`src/rtl/buzzer_pkg.sv`:
```
// Shared types and cadence constants for the two-channel proximity buzzer driver.
// Cadence per urgency: level 1 = 20/80 ticks, level 2 = 10/20 ticks, level 3 = continuous.
package buzzer_pkg;

  typedef logic [1:0] level_t;

  typedef enum logic [1:0] {
    IDLE = 2'd0,
    ON   = 2'd1,
    OFF  = 2'd2,
    CONT = 2'd3
  } state_t;

  localparam int PHASE_W = 7;

  localparam logic [PHASE_W-1:0] L1_ON_TICKS  = 7'd20;
  localparam logic [PHASE_W-1:0] L1_OFF_TICKS = 7'd80;
  localparam logic [PHASE_W-1:0] L2_ON_TICKS  = 7'd10;
  localparam logic [PHASE_W-1:0] L2_OFF_TICKS = 7'd20;

  localparam level_t LEVEL_NONE = 2'd0;
  localparam level_t LEVEL_CONT = 2'd3;

  typedef struct packed {
    state_t               state;
    level_t               cur_level;
    logic [PHASE_W-1:0]   phase;
  } chan_t;

  localparam chan_t CHAN_IDLE = '{state: IDLE, cur_level: LEVEL_NONE, phase: '0};

  function automatic logic [PHASE_W-1:0] on_last(input level_t lvl);
    return (lvl == 2'd2) ? L2_ON_TICKS - 7'd1 : L1_ON_TICKS - 7'd1;
  endfunction

  function automatic logic [PHASE_W-1:0] off_last(input level_t lvl);
    return (lvl == 2'd2) ? L2_OFF_TICKS - 7'd1 : L1_OFF_TICKS - 7'd1;
  endfunction

  // Where a channel lands when it (re)starts on a requested level.
  function automatic chan_t enter(input level_t lvl);
    chan_t c;
    c = CHAN_IDLE;
    if (lvl == LEVEL_CONT) begin
      c.state     = CONT;
      c.cur_level = LEVEL_CONT;
    end else if (lvl != LEVEL_NONE) begin
      c.state     = ON;
      c.cur_level = lvl;
    end
    return c;
  endfunction

endpackage

```
`src/rtl/buzz_channel.sv`:
```
// One buzzer channel: cadence FSM with latched level and tick phase counter,
// plus the registered envelope and tone drive for that side.
module buzz_channel
  import buzzer_pkg::*;
(
  input  logic       clk,
  input  logic       rst,
  input  logic       enable,
  input  logic [1:0] level,
  input  logic       tick,
  input  logic       tone,
  output logic       buzz,
  output logic       active
);

  chan_t ch;
  chan_t ch_nxt;
  logic  sounding;

  always_ff @(posedge clk or posedge rst) begin
    if (rst) begin
      ch <= CHAN_IDLE;
    end else begin
      // NOTE: state registers use non-blocking assignment so every flop samples pre-edge values.
      ch <= ch_nxt;
    end
  end

  always_comb begin
    // NOTE: defaults first so every path assigns ch_nxt and no latch is inferred.
    ch_nxt = ch;
    if (!enable) begin
      ch_nxt = CHAN_IDLE;
    end else begin
      unique case (ch.state)
        IDLE: ch_nxt = enter(level);
        ON: begin
          if (level > ch.cur_level) begin
            ch_nxt = enter(level);
          end else if (tick && ch.phase == on_last(ch.cur_level)) begin
            ch_nxt.state = OFF;
            ch_nxt.phase = '0;
          end else if (tick) begin
            ch_nxt.phase = ch.phase + 7'd1;
          end
        end
        OFF: begin
          // Escalation restarts now; anything else waits for the period to close.
          if (level > ch.cur_level || (tick && ch.phase == off_last(ch.cur_level))) begin
            ch_nxt = enter(level);
          end else if (tick) begin
            ch_nxt.phase = ch.phase + 7'd1;
          end
        end
        CONT: begin
          if (level != LEVEL_CONT) ch_nxt = enter(level);
        end
        default: ch_nxt = CHAN_IDLE;
      endcase
    end
  end

  assign sounding = (ch.state == ON) || (ch.state == CONT);

  always_ff @(posedge clk or posedge rst) begin
    if (rst) begin
      active <= 1'b0;
      buzz   <= 1'b0;
    end else begin
      active <= sounding && enable;
      buzz   <= sounding && tone && enable;
    end
  end

endmodule

```
`src/rtl/buzzer_driver.sv`:
```
// Two-channel piezo driver: shared tone and cadence-tick generators feeding two channel FSMs.
// Optional build macro INPUT_SYNC_EN adds 2-flop synchronizers on enable and both level inputs.
module buzzer_driver
  import buzzer_pkg::*;
#(
  parameter int TONE_HALF = 25000,
  parameter int TICK_DIV  = 100000
) (
  input  logic       clk,
  input  logic       rst,
  input  logic       enable,
  input  logic [1:0] left_level,
  input  logic [1:0] right_level,
  output logic       buzz_left,
  output logic       buzz_right,
  output logic       active_left,
  output logic       active_right
);

  localparam int TONE_W = (TONE_HALF > 1) ? $clog2(TONE_HALF) : 1;
  localparam int TICK_W = (TICK_DIV > 1) ? $clog2(TICK_DIV) : 1;

  logic [TONE_W-1:0] tone_cnt;
  logic [TICK_W-1:0] tick_cnt;
  logic              tone;
  logic              tick;
  logic              en_i;
  level_t            left_i;
  level_t            right_i;

`ifdef INPUT_SYNC_EN
  logic [4:0] sync_a;
  logic [4:0] sync_b;

  always_ff @(posedge clk or posedge rst) begin
    if (rst) begin
      sync_a <= '0;
      sync_b <= '0;
    end else begin
      sync_a <= {enable, left_level, right_level};
      sync_b <= sync_a;
    end
  end

  assign en_i    = sync_b[4];
  assign left_i  = sync_b[3:2];
  assign right_i = sync_b[1:0];
`else
  assign en_i    = enable;
  assign left_i  = left_level;
  assign right_i = right_level;
`endif

  assign tick = (tick_cnt == TICK_W'(TICK_DIV - 1));

  // Both generators free-run regardless of enable so cadence phase is never disturbed.
  always_ff @(posedge clk or posedge rst) begin
    if (rst) begin
      tone_cnt <= '0;
      tone     <= 1'b0;
      tick_cnt <= '0;
    end else begin
      if (tone_cnt == TONE_W'(TONE_HALF - 1)) begin
        tone_cnt <= '0;
        tone     <= ~tone;
      end else begin
        tone_cnt <= tone_cnt + 1'b1;
      end
      tick_cnt <= tick ? '0 : tick_cnt + 1'b1;
    end
  end

  buzz_channel u_left (
    .clk    (clk),
    .rst    (rst),
    .enable (en_i),
    .level  (left_i),
    .tick   (tick),
    .tone   (tone),
    .buzz   (buzz_left),
    .active (active_left)
  );

  buzz_channel u_right (
    .clk    (clk),
    .rst    (rst),
    .enable (en_i),
    .level  (right_i),
    .tick   (tick),
    .tone   (tone),
    .buzz   (buzz_right),
    .active (active_right)
  );

endmodule

```
`config.mk`:
```
export PLATFORM = sky130hd
export DESIGN_NAME = buzzer_driver
export DESIGN_NICKNAME = d
export VERILOG_FILES = /design/src/rtl/buzzer_pkg.sv /design/src/rtl/buzz_channel.sv /design/src/rtl/buzzer_driver.sv
export SDC_FILE = /design/constraint.sdc
export NUM_CORES = 1
export LEC_CHECK = 0
export CORE_MARGIN = 1.5
export CORE_UTILIZATION = 35
export DETAILED_ROUTE_END_ITERATION = 8
export GPL_TIMING_DRIVEN = 0
export PLACE_DENSITY = 0.53
export SLEW_MARGIN = 20
export SYNTH_ARGS = -nofsm -noshare
export SYNTH_HDL_FRONTEND = slang
export SYNTH_SLANG_ARGS = --single-unit
```
`constraint.sdc`:
```
create_clock -name clk -period 2.5 [get_ports clk]
set_input_delay 0.25 -clock clk [delete_from_list [all_inputs] [get_ports clk]]
set_output_delay 0.25 -clock clk [all_outputs]
set_load 0.02 [all_outputs]
```
==> results of run 1 <==
## through the flow
| stage | TNS [ps] | hold slack [ps] |
|---|---|---|
| after CTS | -2170 | 232 |
| after global routing | -3950 | 262 |
| after floorplan | -105 | 384 |
| final | -2020 | 235 |
| after detailed placement | -4680 | 472 |
| after global placement | -27670 | 465 |
## registers in the layout (all words and copies together) (netlist names)
name and count:
tone_cnt 15, u_right.active 1, tick_cnt 17, u_left.buzz 1, tone 1, u_right.buzz 1
u_right.ch 11, u_left.ch 11, u_left.active 1
## routing by layer
metal / GRT usage [%] / up-vias / routed length, µm / share of wire [%]
li1: - / 1349 / - / -
met3: 4.23 / 2 / 173 / 2.4
met2: 25.1 / 27 / 3580 / 50
met1: 19.1 / 1242 / 3310 / 47
met4: 4.38 / 0 / 37 / 0.52
met5: 0 / - / 0 / 0
## final timing paths
kind | cells past startpoint | slack [ps] | from | to
hold / removal | 2 | 230 | rst | tone_cnt[6]$_DFF_PP0_
min in group clk | 3 | 350 | enable | u_left.ch[8]$_DFFE_PP0P_
setup reg to reg | 8 | -210 | tick_cnt[11]$_DFF_PP0_ | u_left.ch[9]$_DFFE_PP0P_
hold reg to reg | 1 | 480 | tick_cnt[0]$_DFF_PP0_ | tick_cnt[0]$_DFF_PP0_
setup / recovery | 8 | -210 | tick_cnt[11]$_DFF_PP0_ | u_left.ch[9]$_DFFE_PP0P_
max in group asynchronous | 3 | 1770 | rst | tick_cnt[5]$_DFF_PP0_
## worst register-to-register path, stage by stage, from the launching register on
cell      delay, ps
dfrtp_1         430
or4_4           550
or4_4           550
buf_8           170
o41ai_4         270
buf_4           200
o211ai_4         90
a211o_1         260
a21boi_2        130
## power by group through the flow
| stage | clock network, mW | registers, mW | logic (mW) |
|---|---|---|---|
| after floorplan | 0 | 1.05 | 0.320 |
| after global placement | 0 | 1.04 | 0.432 |
| after detailed placement | 0 | 1.05 | 0.438 |
| after CTS | 1.24 | 1.03 | 0.505 |
| after global routing | 1.29 | 1.03 | 0.602 |
| final | 1.19 | 1.03 | 0.540 |
## logic make-up after synthesis
logic type	share of synthesized area [%]
xor+xnor	7.05
simple gates	26.1
fa+ha+maj	5.22
buf+inv	3.28
mux	2.68
compound gates	11.6
flops	44.0
## synthesized netlist by cell type, types with 2 or more instances
cell      number
and3b_1        2
nor2b_1        6
or3_1          5
xor2_1        14
or4b_2         2
and4_1         2
nand4_1       14
a31oi_1        8
o21ai_1        2
and4b_1        2
o31ai_1        6
mux2i_1        9
dfrtp_1       59
nor4b_1        2
nor3b_1        2
o211ai_1       2
o21ai_0       16
a21oi_1        5
nand2_1       43
or2_2          3
nor2_1        29
and3_1         2
nor3_1         3
ha_1          14
xnor2_1       13
nand2b_1       3
inv_1         19
nand3_1       23
o21a_1         4
clkbuf_1       6
or4_1          2
and2_1         7
nor4_1         5
## cell type report
cell class	instances	area (µm²)	area share, %
multi-input cells	268	1930	45.5
flip-flops and latches	59	1480	34.8
repair buffers	30	284	6.67
well taps	129	161	3.79
clock buffers	12	155	3.65
clock inverters	4	120	2.82
inverters	19	73.8	1.73
plain buffers	8	45.0	1.06
## timing repair
| action | in CTS | in global routing |
|---|---|---|
| cloned | 2 | 0 |
| setup endpoints to repair | 20 | 22 |
| pin swaps | 6 | 10 |
| buffers inserted | 8 | 10 |
| resized for setup | 25 | 13 |
==> impl_metrics.ini, run 1 <==
[sta]
grt_setup_unrepaired = true
fin_ws_ps = -209
hold_viol = 0
relSlewSlack_pct = 40.6
fin_crit_ps = 2710
finClkSkew_ps = 14.7
maxClockFrequency_mhz = 369
drv_slew = 0
finalSetupViolations = 21
worst_pin_slew_ps = 883
timing.final.crit_share_pct = 108

[worst_setup_path]
worst-path-buf-inv = 2
cp.required_ps = 2760
worstPathArrival_ps = 2970
cpMaxStageDelayCell = or4_4
crit_path_start_kind = flop
crit_path_frequent_cell = or4_4
path_delay_family = simple AND/OR/NAND/NOR gates
end_kind = flop
path_class = reg -> reg
path_cells = or4_4 -> or4_4 -> buf_8 -> o41ai_4 -> buf_4 -> o211ai_4 -> a211o_1 -> a21boi_2
crit_fanout = 5
critPathMaxStageDelay_ps = 550

[cts]
htreeDepth = 3
tritoncts = built
cts-buffers-inserted = 9
postCtsHoldBufs = 0
cts-root-buf = clkbuf_8
cts_num_sinks = 59
clockBufferDepth = 2
insertion_delay_ps = 340
clkTransAtPathRegs_ps = 80

[routing]
ant_nets = 0
drc = 0
via_per_inst = 4.95
drt_wl_total_mm = 7.11
via_count = 2620
drtPass1Iterations = 4
drtIter0Drc = 137
wire_per_inst_um = 13.4

[yosys]
synthCells = 354
syn_area_um2 = 3360
synth.area.top_cells = dfrtp_1 (44%), ha_1 (5.2%), nand2_1 (4.8%), xor2_1 (3.7%), nand3_1 (3.4%)
synthArstFlopShare_pct = 100
synth-edff-count = 0
synth_top_area_share_pct = 44.0
synth_seq_cells = 59
ys_types = 53
yosys_warnings = 0
synth_top_cell_by_area = dfrtp_1
syn-num-nets = 375
ys_seq_area_share_pct = 44.0
synth_top_flop_cell = dfrtp_1
syn_avg_cell_area_um2 = 9.48

[placement]
io_buffer_count = 9
hpwl_mm = 4.61
post_dp_cell_area_um2 = 3640
routabilityCongestion = 0.766
numPlacedInstances = 493
dp_worst_setup_slack_ps = -489

[pwr]
net-switching-power_mw = 0.699
finalPower_mw = 2.76
clockPowerShare_pct = 43.2
intPower_mw = 2.06
power_frac_comb_pct = 19.6
power_density_nw_per_um2 = 649
seq_power_share_pct = 37.2
p_leak_nw = 1.80
irDropWorstVdd_uv = 292
p_sw_share_pct = 25.3

[grt]
grt_pass1_wl_mm = 12.2
grt_max_degree = 35
overflow = 0
grt_util_all_layers_pct = 15.1
grt_pass1_vias = 2549
antenna_found_initial = 0

[final_layout]
final_area_um2 = 4260
utilization_pct = 45.8
layout_common_cells = dfrtp_1 (55), nand2_1 (42), nor2_1 (28)
fin_cells = 529
drive_above_1_share_pct = 18.8
fillers = 905
finalNetCount = 416
area_growth_pct = 26.8
n_antenna_cell = 0
layout_commonest_cell = dfrtp_1

[die]
core_um2 = 9280
die-area_um2 = 10200
die_y_um = 101
start_util_pct = 36.1
rows = 35
ios = 11
die_x_um = 101

[flow_run]
maxCapViolCount = 0

[run_status]
failed_checks = setup timing
status = complete, but fails checks

[hold_path]
min_path_type = in -> async
No activity file was read; power rests on OpenSTA's default activity.
==> inputs of run 2 (changes only) <==
- SYNTH_HIERARCHICAL: not set -> 1
==> run 2 against run 1 <==
Against the previous run:
- the run now ends clean
- sequential cell count stayed put
- sequential share of layout area is 2.0 points higher
- die area is 0.15% higher
- synthesized cell count is 5.1% lower
- area after synthesis is 0.15% higher
- critical path depth is 1 higher
- non-clock buffer count is 12 lower
- largest power group is now sequential cells
- largest cell class unchanged
==> impl_metrics.ini, run 2 <==
[worst_setup_path]
end_kind = flop
path_cells = nor4bb_2 -> and4_1 -> buf_6 -> nand2_2 -> or4_4 -> o21ai_4 -> a21boi_4 -> and2_4 -> a32o_1
crit_path_start_kind = flop
worst-path-buf-inv = 1
cpMaxStageDelayCell = dfrtp_2
critPathMaxStageDelay_ps = 430
crit_fanout = 7
path_delay_family = simple AND/OR/NAND/NOR gates
worstPathArrival_ps = 2670
path_class = reg -> reg
r2r_slack_ps = 50
cp.required_ps = 2720

[routing]
drtIter0Drc = 99
drc = 0
via_per_inst = 5.09
ant_nets = 0
drtPass1Iterations = 4
drt_wl_total_mm = 6.69
wire_per_inst_um = 13.3
via_count = 2557

[pwr]
finalPower_mw = 2.47
p_leak_nw = 1.76
irDropWorstVdd_uv = 341
power_density_nw_per_um2 = 616

[yosys]
synth_top_flop_cell = dfrtp_1
synth_top_cell_by_area = dfrtp_1
synth_top_area_share_pct = 43.9
synth_seq_cells = 59
syn_avg_cell_area_um2 = 10.0
ys_top_cells_by_count = dfrtp_1 (59), nand2_1 (30), nor2_1 (27), nand3_1 (18), inv_1 (17)
synthArstFlopShare_pct = 100
syn-num-nets = 357
ys_seq_area_share_pct = 43.9
yosys_warnings = 6
syn_area_um2 = 3360
synthCells = 336
yosysMostFrequentCell = dfrtp_1
synth-edff-count = 0
synth.area.top_cells = dfrtp_1 (44%), ha_1 (5.2%), xnor2_1 (3.6%), nand2_1 (3.4%), nor2_1 (3.0%)
ys_types = 66

[hold_path]
min_path_type = in -> async

[sta]
timing.final.crit_share_pct = 97.8
finClkSkew_ps = 9.28
finalSetupViolations = 0
hold_viol = 0
grt_setup_unrepaired = true
relSlewSlack_pct = 54.0
tns_ps = 0
maxClockFrequency_mhz = 409
fin_ws_ps = 54.8
fin_crit_ps = 2450
worst_pin_slew_ps = 689
drv_slew = 0

[cts]
clkTransAtPathRegs_ps = 70
clockBufferDepth = 2
insertion_delay_ps = 330
cts-buffers-inserted = 9
postCtsHoldBufs = 0
cts_num_sinks = 59
tritoncts = built
cts-root-buf = clkbuf_8
htreeDepth = 3

[final_layout]
top_register = tick_cnt
drive_above_1_share_pct = 15.8
final_area_um2 = 4010
finalNetCount = 389
layout_common_cells = dfrtp_1 (57), nand2_1 (28), nor2_1 (26)
reg_top3 = tick_cnt: 17 flops, tone_cnt: 15 flops
layout_commonest_cell = dfrtp_1
fillers = 929
n_antenna_cell = 0
fin_cells = 502
area_growth_pct = 19.4
largest_reg_flops = 17

[run_status]
status = completed

[die]
core_um2 = 9280
die_y_um = 101
die-area_um2 = 10200
die_x_um = 101
rows = 35
ios = 11
start_util_pct = 36.2

[grt]
overflow = 0
grt_util_all_layers_pct = 14.1
antenna_found_initial = 0
grt_max_degree = 34
grt_pass1_vias = 2437
grt_pass1_wl_mm = 11.4

[placement]
io_buffer_count = 10
routabilityCongestion = 0.778
numPlacedInstances = 475
post_dp_cell_area_um2 = 3620
dp_worst_setup_slack_ps = -265
hpwl_mm = 4.54

[flow_run]
maxCapViolCount = 0
[run 2: cell types whose count changed in the layout (fill, tap and decap cells not counted), moves of 5 or more]
cell / before / now
nand2_1: 42 / 28
buf_4: 19 / 10
a31oi_1: 7 / 0
a21o_1: 0 / 6
and3_1: 2 / 7
nand3_1: 23 / 18
nand4_1: 14 / 9
o21ai_0: 14 / 9
[run 2: logic make-up (layout without fill, tap and decap cells)]
logic type                 after synthesis  after routing  synth area share, %
DFF                                     59             59                 43.9
xor gates and xnor gates                24             24                 6.25
adders and majority gates               14             14                 5.21
AOI/OAI and AO/OA                       61             61                 14.0
and+or+nand+nor                        148            148                 25.6
muxes                                    8              8                 2.42
buffers and inverters                   22             59                 2.57
[run 2: power by group]
group | total, mW | internal, mW | switching (mW)
clock network | 0.915 | 0.544 | 0.371
logic | 0.525 | 0.245 | 0.279
registers | 1.03 | 0.997 | 0.0336
total | 2.47 | 1.79 | 0.684
[run 2: layout make-up]
type / instances / area, µm² / share of cell area [%]
plain buffers: 5 / 28.8 / 0.717
clock buffers: 15 / 176 / 4.40
clock inverters: 1 / 30.0 / 0.748
inverters: 17 / 63.8 / 1.59
multi-input cells: 255 / 1890 / 47.0
flip-flops and latches: 59 / 1480 / 36.8
well taps: 129 / 161 / 4.02
repair buffers: 21 / 186 / 4.64
[run 2: final timing paths]
check                                             from                   endpoint  cells past startpoint
worst max-delay path            tick_cnt[13]$_DFF_PP0_  u_right/ch[1]$_DFFE_PP0P_                      9
worst min-delay path                               rst  u_right/ch[2]$_DFFE_PP0P_                      2
worst max register to register  tick_cnt[13]$_DFF_PP0_  u_right/ch[1]$_DFFE_PP0P_                      9
worst min register to register   tone_cnt[0]$_DFF_PP0_      tone_cnt[0]$_DFF_PP0_                      1
max in group asynchronous                          rst      tick_cnt[9]$_DFF_PP0_                      2
min in group clk                 tone_cnt[0]$_DFF_PP0_      tone_cnt[0]$_DFF_PP0_                      1
[run 2: what timing repair did]
action                                  4_1_cts  5_1_grt
pin swaps                                     3       10
buffers inserted                              5        6
endpoints found under the setup margin       17       19
gates cloned                                  0        0
gates resized for setup                       8       14
[run 2: layer usage]
layer / vias to the layer above / track usage [%] / wire length (µm)
met5: - / 0 / 0
met2: 31 / 22.2 / 3030
met4: 0 / 4.06 / 50
met1: 1227 / 18.5 / 3390
li1: 1294 / - / -
met3: 5 / 4.65 / 218
[run 2: through the flow]
| stage | hold slack, ps | utilization (%) |
|---|---|---|
| floorplan | 127 | - |
| global placement | 466 | 39.0 |
| detailed placement | 467 | 39.0 |
| CTS | 390 | 42.1 |
| global route | 414 | 43.2 |
| finish | 360 | 43.2 |
